`src/rtl/sram_like_arbiter.sv`:
```
// Arbitrates the IF and EXE/MEM ports onto one SRAM-like master port and routes in-order responses back.
// Define ARB_ROUND_ROBIN_EN for round-robin arbitration; fixed data-over-inst priority otherwise.
module sram_like_arbiter #(
    parameter int OST_DEPTH = 4,
    parameter int PTR_W     = 2
) (
    input  logic        clk,
    input  logic        resetn,
    input  logic        inst_req,
    input  logic [31:0] inst_addr,
    output logic        inst_addr_ok,
    output logic        inst_data_ok,
    input  logic        data_req,
    input  logic        data_wr,
    input  logic [1:0]  data_size,
    input  logic [3:0]  data_wstrb,
    input  logic [31:0] data_addr,
    input  logic [31:0] data_wdata,
    output logic        data_addr_ok,
    output logic        data_data_ok,
    output logic [31:0] shared_rdata,
    output logic        m_req,
    output logic        m_wr,
    output logic [1:0]  m_size,
    output logic [3:0]  m_wstrb,
    output logic [31:0] m_addr,
    output logic [31:0] m_wdata,
    input  logic        m_addr_ok,
    input  logic        m_data_ok,
    input  logic [31:0] m_rdata
);

    typedef enum logic {
        GRANT_IDLE,
        GRANT_HOLD
    } grant_state_t;

    localparam logic [PTR_W:0] FULL_CNT = (PTR_W + 1)'(OST_DEPTH);

    grant_state_t state, state_nxt;
    logic hold_data, hold_data_nxt;
    logic arb_data;
    logic gnt_data;
    logic side_req;
    logic fifo_full;
    logic hs;
    logic push, pop;
    logic head;

    logic [OST_DEPTH-1:0] id_fifo;
    logic [PTR_W-1:0]     wr_ptr, rd_ptr;
    logic [PTR_W:0]       count;

`ifdef ARB_ROUND_ROBIN_EN
    // rr_last = 1 means data won the most recent handshake
    logic rr_last;

    always_comb begin
        arb_data = data_req & (~inst_req | ~rr_last);
    end

    always_ff @(posedge clk or negedge resetn) begin
        if (!resetn)
            rr_last <= 1'b0;
        else if (hs)
            rr_last <= gnt_data;
    end
`else
    always_comb begin
        arb_data = data_req;
    end
`endif

    // While holding, the latched side keeps the port so m_* stay stable until addr_ok
    always_comb begin
        gnt_data  = (state == GRANT_HOLD) ? hold_data : arb_data;
        side_req  = gnt_data ? data_req : inst_req;
        fifo_full = (count == FULL_CNT);
        m_req     = side_req & ~fifo_full & resetn;
        hs        = m_req & m_addr_ok;
        push      = hs;
        pop       = m_data_ok & (count != '0);
        head      = id_fifo[rd_ptr];
    end

    always_comb begin
        m_wr         = gnt_data & data_wr;
        m_size       = gnt_data ? data_size  : 2'b10;
        m_wstrb      = gnt_data ? data_wstrb : 4'b0000;
        m_addr       = gnt_data ? data_addr  : inst_addr;
        m_wdata      = gnt_data ? data_wdata : 32'h0;
        inst_addr_ok = hs & ~gnt_data;
        data_addr_ok = hs & gnt_data;
        inst_data_ok = pop & ~head;
        data_data_ok = pop & head;
        shared_rdata = m_rdata;
    end

    always_comb begin
        state_nxt     = state;
        hold_data_nxt = hold_data;
        case (state)
            GRANT_IDLE: begin
                if (m_req && !m_addr_ok) begin
                    state_nxt     = GRANT_HOLD;
                    hold_data_nxt = gnt_data;
                end
            end
            GRANT_HOLD: begin
                if (hs || !side_req)
                    state_nxt = GRANT_IDLE;
            end
            default: state_nxt = GRANT_IDLE;
        endcase
    end

    always_ff @(posedge clk or negedge resetn) begin
        if (!resetn) begin
            state     <= GRANT_IDLE;
            hold_data <= 1'b0;
        end else begin
            state     <= state_nxt;
            hold_data <= hold_data_nxt;
        end
    end

    // Owner log: pointers wrap naturally because the depth is a power of two
    always_ff @(posedge clk or negedge resetn) begin
        if (!resetn) begin
            id_fifo <= '0;
            wr_ptr  <= '0;
            rd_ptr  <= '0;
            count   <= '0;
        end else begin
            if (push) begin
                id_fifo[wr_ptr] <= gnt_data;
                wr_ptr          <= wr_ptr + 1'b1;
            end
            if (pop)
                rd_ptr <= rd_ptr + 1'b1;
            case ({push, pop})
                2'b10:   count <= count + 1'b1;
                2'b01:   count <= count - 1'b1;
                default: count <= count;
            endcase
        end
    end

endmodule
```
`config.mk`:
```
export PLATFORM = sky130hd
export DESIGN_NAME = sram_like_arbiter
export DESIGN_NICKNAME = d
export VERILOG_FILES = /design/src/rtl/sram_like_arbiter.sv
export SDC_FILE = /design/constraint.sdc
export NUM_CORES = 1
export LEC_CHECK = 0
export CAP_MARGIN = 20
export CORE_ASPECT_RATIO = 0.7
export CORE_MARGIN = 10
export CORE_UTILIZATION = 24
export CTS_CLUSTER_DIAMETER = 30
export DETAILED_ROUTE_END_ITERATION = 16
export GPL_TIMING_DRIVEN = 1
export PLACE_DENSITY = 0.83
export SYNTH_ARGS = -nofsm -noshare
export SYNTH_HDL_FRONTEND = slang
export SYNTH_SLANG_ARGS = --single-unit
export TNS_END_PERCENT = 20
```
`constraint.sdc`:
```
create_clock -name clk -period 2.2 [get_ports clk]
set_input_delay 0.55 -clock clk [delete_from_list [all_inputs] [get_ports clk]]
set_output_delay 0.55 -clock clk [all_outputs]
set_load 0.02 [all_outputs]
```
==> results.toml, run 1 <==
[route]
vias = 2140
drtIter0Drc = 73
routed_wl_um = 8330
wl_per_cell_um = 16.3
first_pass_iters = 4
ant_nets = 0
drc = 0
drt-vias-per-instance = 4.19

[timing]
clock-skew-final_ps = 6.78
period_share_pct = 97.5
final_max_slew_viol_count = 0
period_needed_ps = 2150
hold_violations = 0
max_freq_mhz = 466
finalSetupViolations = 0
tns_ps = 0
layout_setup_ws_ps = 53.9
max_slew.worst_pin.slew_ps = 281
slew-limit-headroom_pct = 81.1

[worst_hold_path]
hp-class = "input pin to async pin"

[grt]
grt.overflow.total = 0
grt_pass1_wl_um = 12700
grt_max_degree = 35
track_usage_pct = 14.5
grt_pass1_vias = 2276
antenna_found_initial = 0

[logic_synthesis]
netlist_area_um2 = 1680
synth-edff-count = 0
synth_top_area_share_pct = 21.7
yosysUniqueCellTypes = 30
ys.flop_type = "dfrtp_1"
yosys_warnings = 0
post-synth-top-count-cell = "nand2_1"
synth_area_leaders = "nand2_1 22%, dfrtp_1 19%, buf_4 17%"
async_flop_share_pct = 100
synth_common_cells = "97 x nand2_1, 39 x and2_1, 37 x buf_4"
synth_seq_area_share_pct = 19.4
synth_fp_nets = 391
netlist_instances = 244
yosys.area.top_type = "nand2_1"
synth_area_per_cell_um2 = 6.87
ys_ff_latch = 13

[finish]
area_growth_pct = 102
fill_cells = 669
multi_input_area_um2 = 1050
regArea_um2 = 325
stdcell_count = 511
utilization_pct = 50.1
nNetsFinal = 565
antenna_cells = 0
drive_gt1_share_pct = 29.3

[worst_setup_path]
crit_slowest_cell = "clkdlybuf4s50_1"
ff2ff_setup_slack_ps = 110
critPathLaunch = "m_data_ok"
max_stage_delay_ps = 470
cp.arrival_ps = 1600
ff2ff_path_depth = 11
r2r-start = "hold_data$_DFFE_PN0P_"
cp_cell_sequence = "clkdlybuf4s50_1 > o31ai_2 > inv_1 > and2_1 > clkdlybuf4s15_1"
crit_fanout = 3
required_ps = 1650
worstSetupPathType = "input pin to output pin"
rr_endpoint = "count[2]$_DFFE_PN0P_"
cp-endpoint = "data_data_ok"
start_kind = "input pin"
crit_path_end_kind = "output pin"

[power_and_ir_drop]
total_power_w = 0.00323
powerDensity_nw_per_um2 = 955
peakVddDrop_uv = 344
leakagePower_nw = 1.73

[floorplanning]
die-area_um2 = 10800
die_w_um = 120
die_h_um = 89.9
core_um2 = 6760
start_util_pct = 24.8
rows = 25
ioPinCount = 249

[run_status]
status = "complete, no violations"

[clock_network]
cts_sinks = 13
tritoncts = "built"
cts_root_buffer = "clkbuf_8"
htreeDepth = 1
cts_buffers = 3
clk_latency_ps = 240
clock_path_buffers = 2
clkSlewWorstSetupHoldPaths_ps = 60

[placement]
dp_cells = 502
place.gp.congestion = 0.800
dpl.hpwl_um = 7380
dpl_worst_slack_ps = -696
portBuffers = 184

[flow_run]
drv_cap = 0
## cells by family (layout without fill, tap and decap cells)
group                      after synthesis  after routing  share of synthesized area [%]
and+or+nand+nor                        151            151                           42.0
buffers and inverters                   51            224                           20.2
DFF                                     13             13                           19.4
AOI/OAI and AO/OA                       11             11                           5.53
adders and majority gates                6              6                           4.93
xor gates and xnor gates                 6              6                           3.14
muxes                                    6              6                           4.78
## metal layers
layer / up-vias / track usage (%) / routed length (um)
li1: 1068 / - / -
met1: 951 / 16.1 / 3450
met2: 113 / 25.6 / 4040
met3: 8 / 6.12 / 791
met4: 0 / 2.00 / 44
met5: - / 0 / 0
## critical path, delay by kind of cell
| kind | cells | cell delay, ps |
|---|---|---|
| buffers and inverters | 3 | 840 |
| AND/OR/NAND/NOR | 1 | 120 |
| AO/OA/AOI/OAI | 1 | 80 |
## how the worst min path moves through the flow
stage	depth (start not counted)	slack, ps	end	start
after CTS	1	480	rd_ptr[1]$_DFFE_PN0P_	rd_ptr[1]$_DFFE_PN0P_
after floorplan	0	250	count[0]$_DFFE_PN0P_	resetn
final	3	380	id_fifo[2]$_DFFE_PN0P_	resetn
after detailed placement	1	470	rd_ptr[1]$_DFFE_PN0P_	rd_ptr[1]$_DFFE_PN0P_
after global routing	3	390	id_fifo[2]$_DFFE_PN0P_	resetn
after global placement	1	470	rd_ptr[1]$_DFFE_PN0P_	rd_ptr[1]$_DFFE_PN0P_
## stage by stage
stage / area (um2) / hold slack [ps]
6_report: 3390 / 376
5_1_grt: 3390 / 388
4_1_cts: 3330 / 481
3_5_place_dp: 3570 / 474
3_3_place_gp: 3570 / 471
2_1_floorplan: 1680 / 254
## report_power, final
group / internal, W / total [W] / switching [W]
Sequential: 0.000365 / 0.000471 / 0.000106
Clock: 0.000127 / 0.000209 / 0.0000812
Combinational: 0.00121 / 0.00256 / 0.00134
Total: 0.00170 / 0.00323 / 0.00153
## layout make-up
| class | instances | area share [%] |
|---|---|---|
| clock buffers | 4 | 1.33 |
| inverters | 6 | 0.665 |
| flip-flops and latches | 13 | 9.60 |
| multi-input cells | 180 | 31.0 |
| well taps | 94 | 3.47 |
| repair buffers | 214 | 54.0 |
## flip-flops by register name (all words and copies together) (netlist names)
| signal | flops |
|---|---|
| rd_ptr | 2 |
| hold_data | 1 |
| count | 3 |
| id_fifo | 4 |
| state | 1 |
| wr_ptr | 2 |
## timing repair
item	CTS	global route
gates resized for setup	311	21
pin swaps	4	2
gates cloned	1	0
setup endpoints to repair	78	38
setup buffers	3	1
hold buffers	0	0
## layout by cell type, fill, tap and decap left out, types with 2 or more instances in the layout
cell	synthesis	layout
a41oi_1	4	4
dlymetal6s2s_1	0	2
clkdlybuf4s50_1	0	104
buf_2	0	64
clkdlybuf4s15_1	0	2
buf_4	37	25
inv_1	6	6
buf_12	0	4
buf_6	1	9
nor2_1	6	6
and2_1	39	39
xnor2_1	4	4
nand2_1	97	96
nand2b_1	2	2
a31oi_1	4	4
xor2_1	2	2
clkbuf_8	0	3
ha_1	5	4
dfrtp_1	13	13
mux2_2	3	2
No activity file was read; power rests on OpenSTA's default activity.
==> run 2: changes to the inputs <==
--- a/config.mk
+++ b/config.mk
@@ -5,7 +5,6 @@
 export SDC_FILE = /design/constraint.sdc
 export NUM_CORES = 1
 export LEC_CHECK = 0
-export CAP_MARGIN = 20
 export CORE_ASPECT_RATIO = 0.7
 export CORE_MARGIN = 10
 export CORE_UTILIZATION = 24
==> results of run 2 <==
Same layout as run 1: the final DEF is identical, and so are final timing and power.
==> run 3: changes to the inputs <==
--- a/config.mk
+++ b/config.mk
@@ -8,6 +8,7 @@
 export CORE_ASPECT_RATIO = 0.7
 export CORE_MARGIN = 10
 export CORE_UTILIZATION = 24
+export CTS_BUF_LIST = sky130_fd_sc_hd__clkbuf_4 sky130_fd_sc_hd__clkbuf_8 sky130_fd_sc_hd__clkbuf_16
 export CTS_CLUSTER_DIAMETER = 30
 export DETAILED_ROUTE_END_ITERATION = 16
 export GPL_TIMING_DRIVEN = 1
==> run 3 against run 2 <==
Net effect:
- utilization is 0.056 points higher
- non-clock buffer count did not move
- worst hold slack is essentially flat
- count of clock-buffer cells in the layout is the same
- clock skew hardly changed
- highest routed layer unchanged
==> results.toml, run 3 (synthesis gave the netlist of run 1 again) <==
[run_status]
status = "complete, no violations"

[placement]
portBuffers = 184
dp_cells = 502
dpl_worst_slack_ps = -696
dpl.hpwl_um = 7380
place.gp.congestion = 0.800

[grt]
grt_pass1_vias = 2276
grt_max_degree = 35
grt_pass1_wl_um = 12700
antenna_found_initial = 0
track_usage_pct = 14.5
grt.overflow.total = 0

[clock_network]
cts_root_buffer = "clkbuf_8"
holdBufCountCts = 0
clk_latency_ps = 240
clkSlewWorstSetupHoldPaths_ps = 60
cts_sinks = 13
clock_path_buffers = 2
cts_buffers = 3
htreeDepth = 1
tritoncts = "built"

[timing]
final_max_slew_viol_count = 0
slew-limit-headroom_pct = 81.1
layout_setup_ws_ps = 53.9
hold_violations = 0
tns_ps = 0
finalSetupViolations = 0
period_share_pct = 97.5
period_needed_ps = 2150
max_freq_mhz = 466
clock-skew-final_ps = 6.77
max_slew.worst_pin.slew_ps = 281

[route]
ant_nets = 0
drt-vias-per-instance = 4.19
drc = 0
first_pass_iters = 4
drtIter0Drc = 71
vias = 2140
routed_wl_um = 8330
wl_per_cell_um = 16.3

[finish]
layout_commonest_cell = "clkdlybuf4s50_1"
fill_cells = 668
utilization_pct = 50.2
antenna_cells = 0
nNetsFinal = 565
regMostFlops = "id_fifo"
largestRegisters = "id_fifo: 4 flops, count: 3 flops"
largest_reg_flops = 4
stdcell_count = 511
drive_gt1_share_pct = 29.5
area_growth_pct = 102
final_cell_mix = "104 x clkdlybuf4s50_1, 96 x nand2_1, 64 x buf_2, 39 x and2_1, 25 x buf_4"

[worst_setup_path]
crit_fanout = 3
cp.arrival_ps = 1600
start_kind = "input pin"
required_ps = 1650
r2r-start = "hold_data$_DFFE_PN0P_"
ff2ff_setup_slack_ps = 110
ff2ff_path_depth = 11
worstSetupPathType = "input pin to output pin"
crit_path_end_kind = "output pin"
rr_endpoint = "count[2]$_DFFE_PN0P_"

[power_and_ir_drop]
leakagePower_nw = 1.74
powerDensity_nw_per_um2 = 958
peakVddDrop_uv = 344
total_power_w = 0.00325

[floorplanning]
start_util_pct = 24.8
core_um2 = 6760
rows = 25
ioPinCount = 249
die_h_um = 89.9
die_w_um = 120
die-area_um2 = 10800

[flow_run]
drv_cap = 0

[worst_hold_path]
hp-class = "input pin to async pin"
## run 3: how the worst max path moves through the flow
| stage | slack [ps] | from | to | cells past startpoint |
|---|---|---|---|---|
| detailed placement | -700 | data_req | m_addr[12] | 6 |
| global placement | -650 | data_req | m_addr[24] | 7 |
| global route | -20 | state$_DFF_PN0_ | m_addr[30] | 7 |
| finish | 50 | m_data_ok | data_data_ok | 5 |
| CTS | -110 | resetn | count[2]$_DFFE_PN0P_ | 10 |
| floorplan | 160 | inst_req | count[2]$_DFFE_PN0P_ | 9 |
## run 3: critical path, stage by stage
cell and delay, ps:
clkdlybuf4s50_1 470, o31ai_2 80, inv_1 70, and2_1 120, clkdlybuf4s15_1 300
## run 3: repair_timing
item                       in CTS  in global routing
resized for setup             311                 21
hold endpoints to repair        0                  0
cloned                          1                  0
setup endpoints to repair      78                 38
setup buffers                   3                  1
pin swaps                       4                  2
## run 3: cell type report
class	count	area (um2)	share of cell area [%]
Sequential cell	13	325	9.59
Timing Repair Buffer	214	1830	53.9
Tap cell	94	118	3.47
Clock buffer	4	48.8	1.44
Multi-Input combinational cell	180	1050	30.9
Inverter	6	22.5	0.664
## run 3: stage by stage
step           instance area, um2  hold slack [ps]
2_1_floorplan                1680              254
3_3_place_gp                 3570              471
3_5_place_dp                 3570              474
4_1_cts                      3330              481
5_1_grt                      3390              388
6_report                     3390              377
## run 3: power breakdown
group          leakage (nW)  internal, W  total (W)  switching, W
logic                  1.56      0.00121    0.00256       0.00134
registers             0.152     0.000365   0.000471      0.000106
clock network        0.0262     0.000140   0.000221     0.0000812
## run 3: metal layers
| layer | vias to the layer above | GRT usage (%) | part of all wire (%) |
|---|---|---|---|
| met2 | 113 | 25.6 | 48 |
| li1 | 1068 | - | - |
| met5 | - | 0 | 0 |
| met1 | 951 | 16.1 | 41 |
| met3 | 8 | 6.12 | 9.5 |
| met4 | 0 | 2.00 | 0.53 |
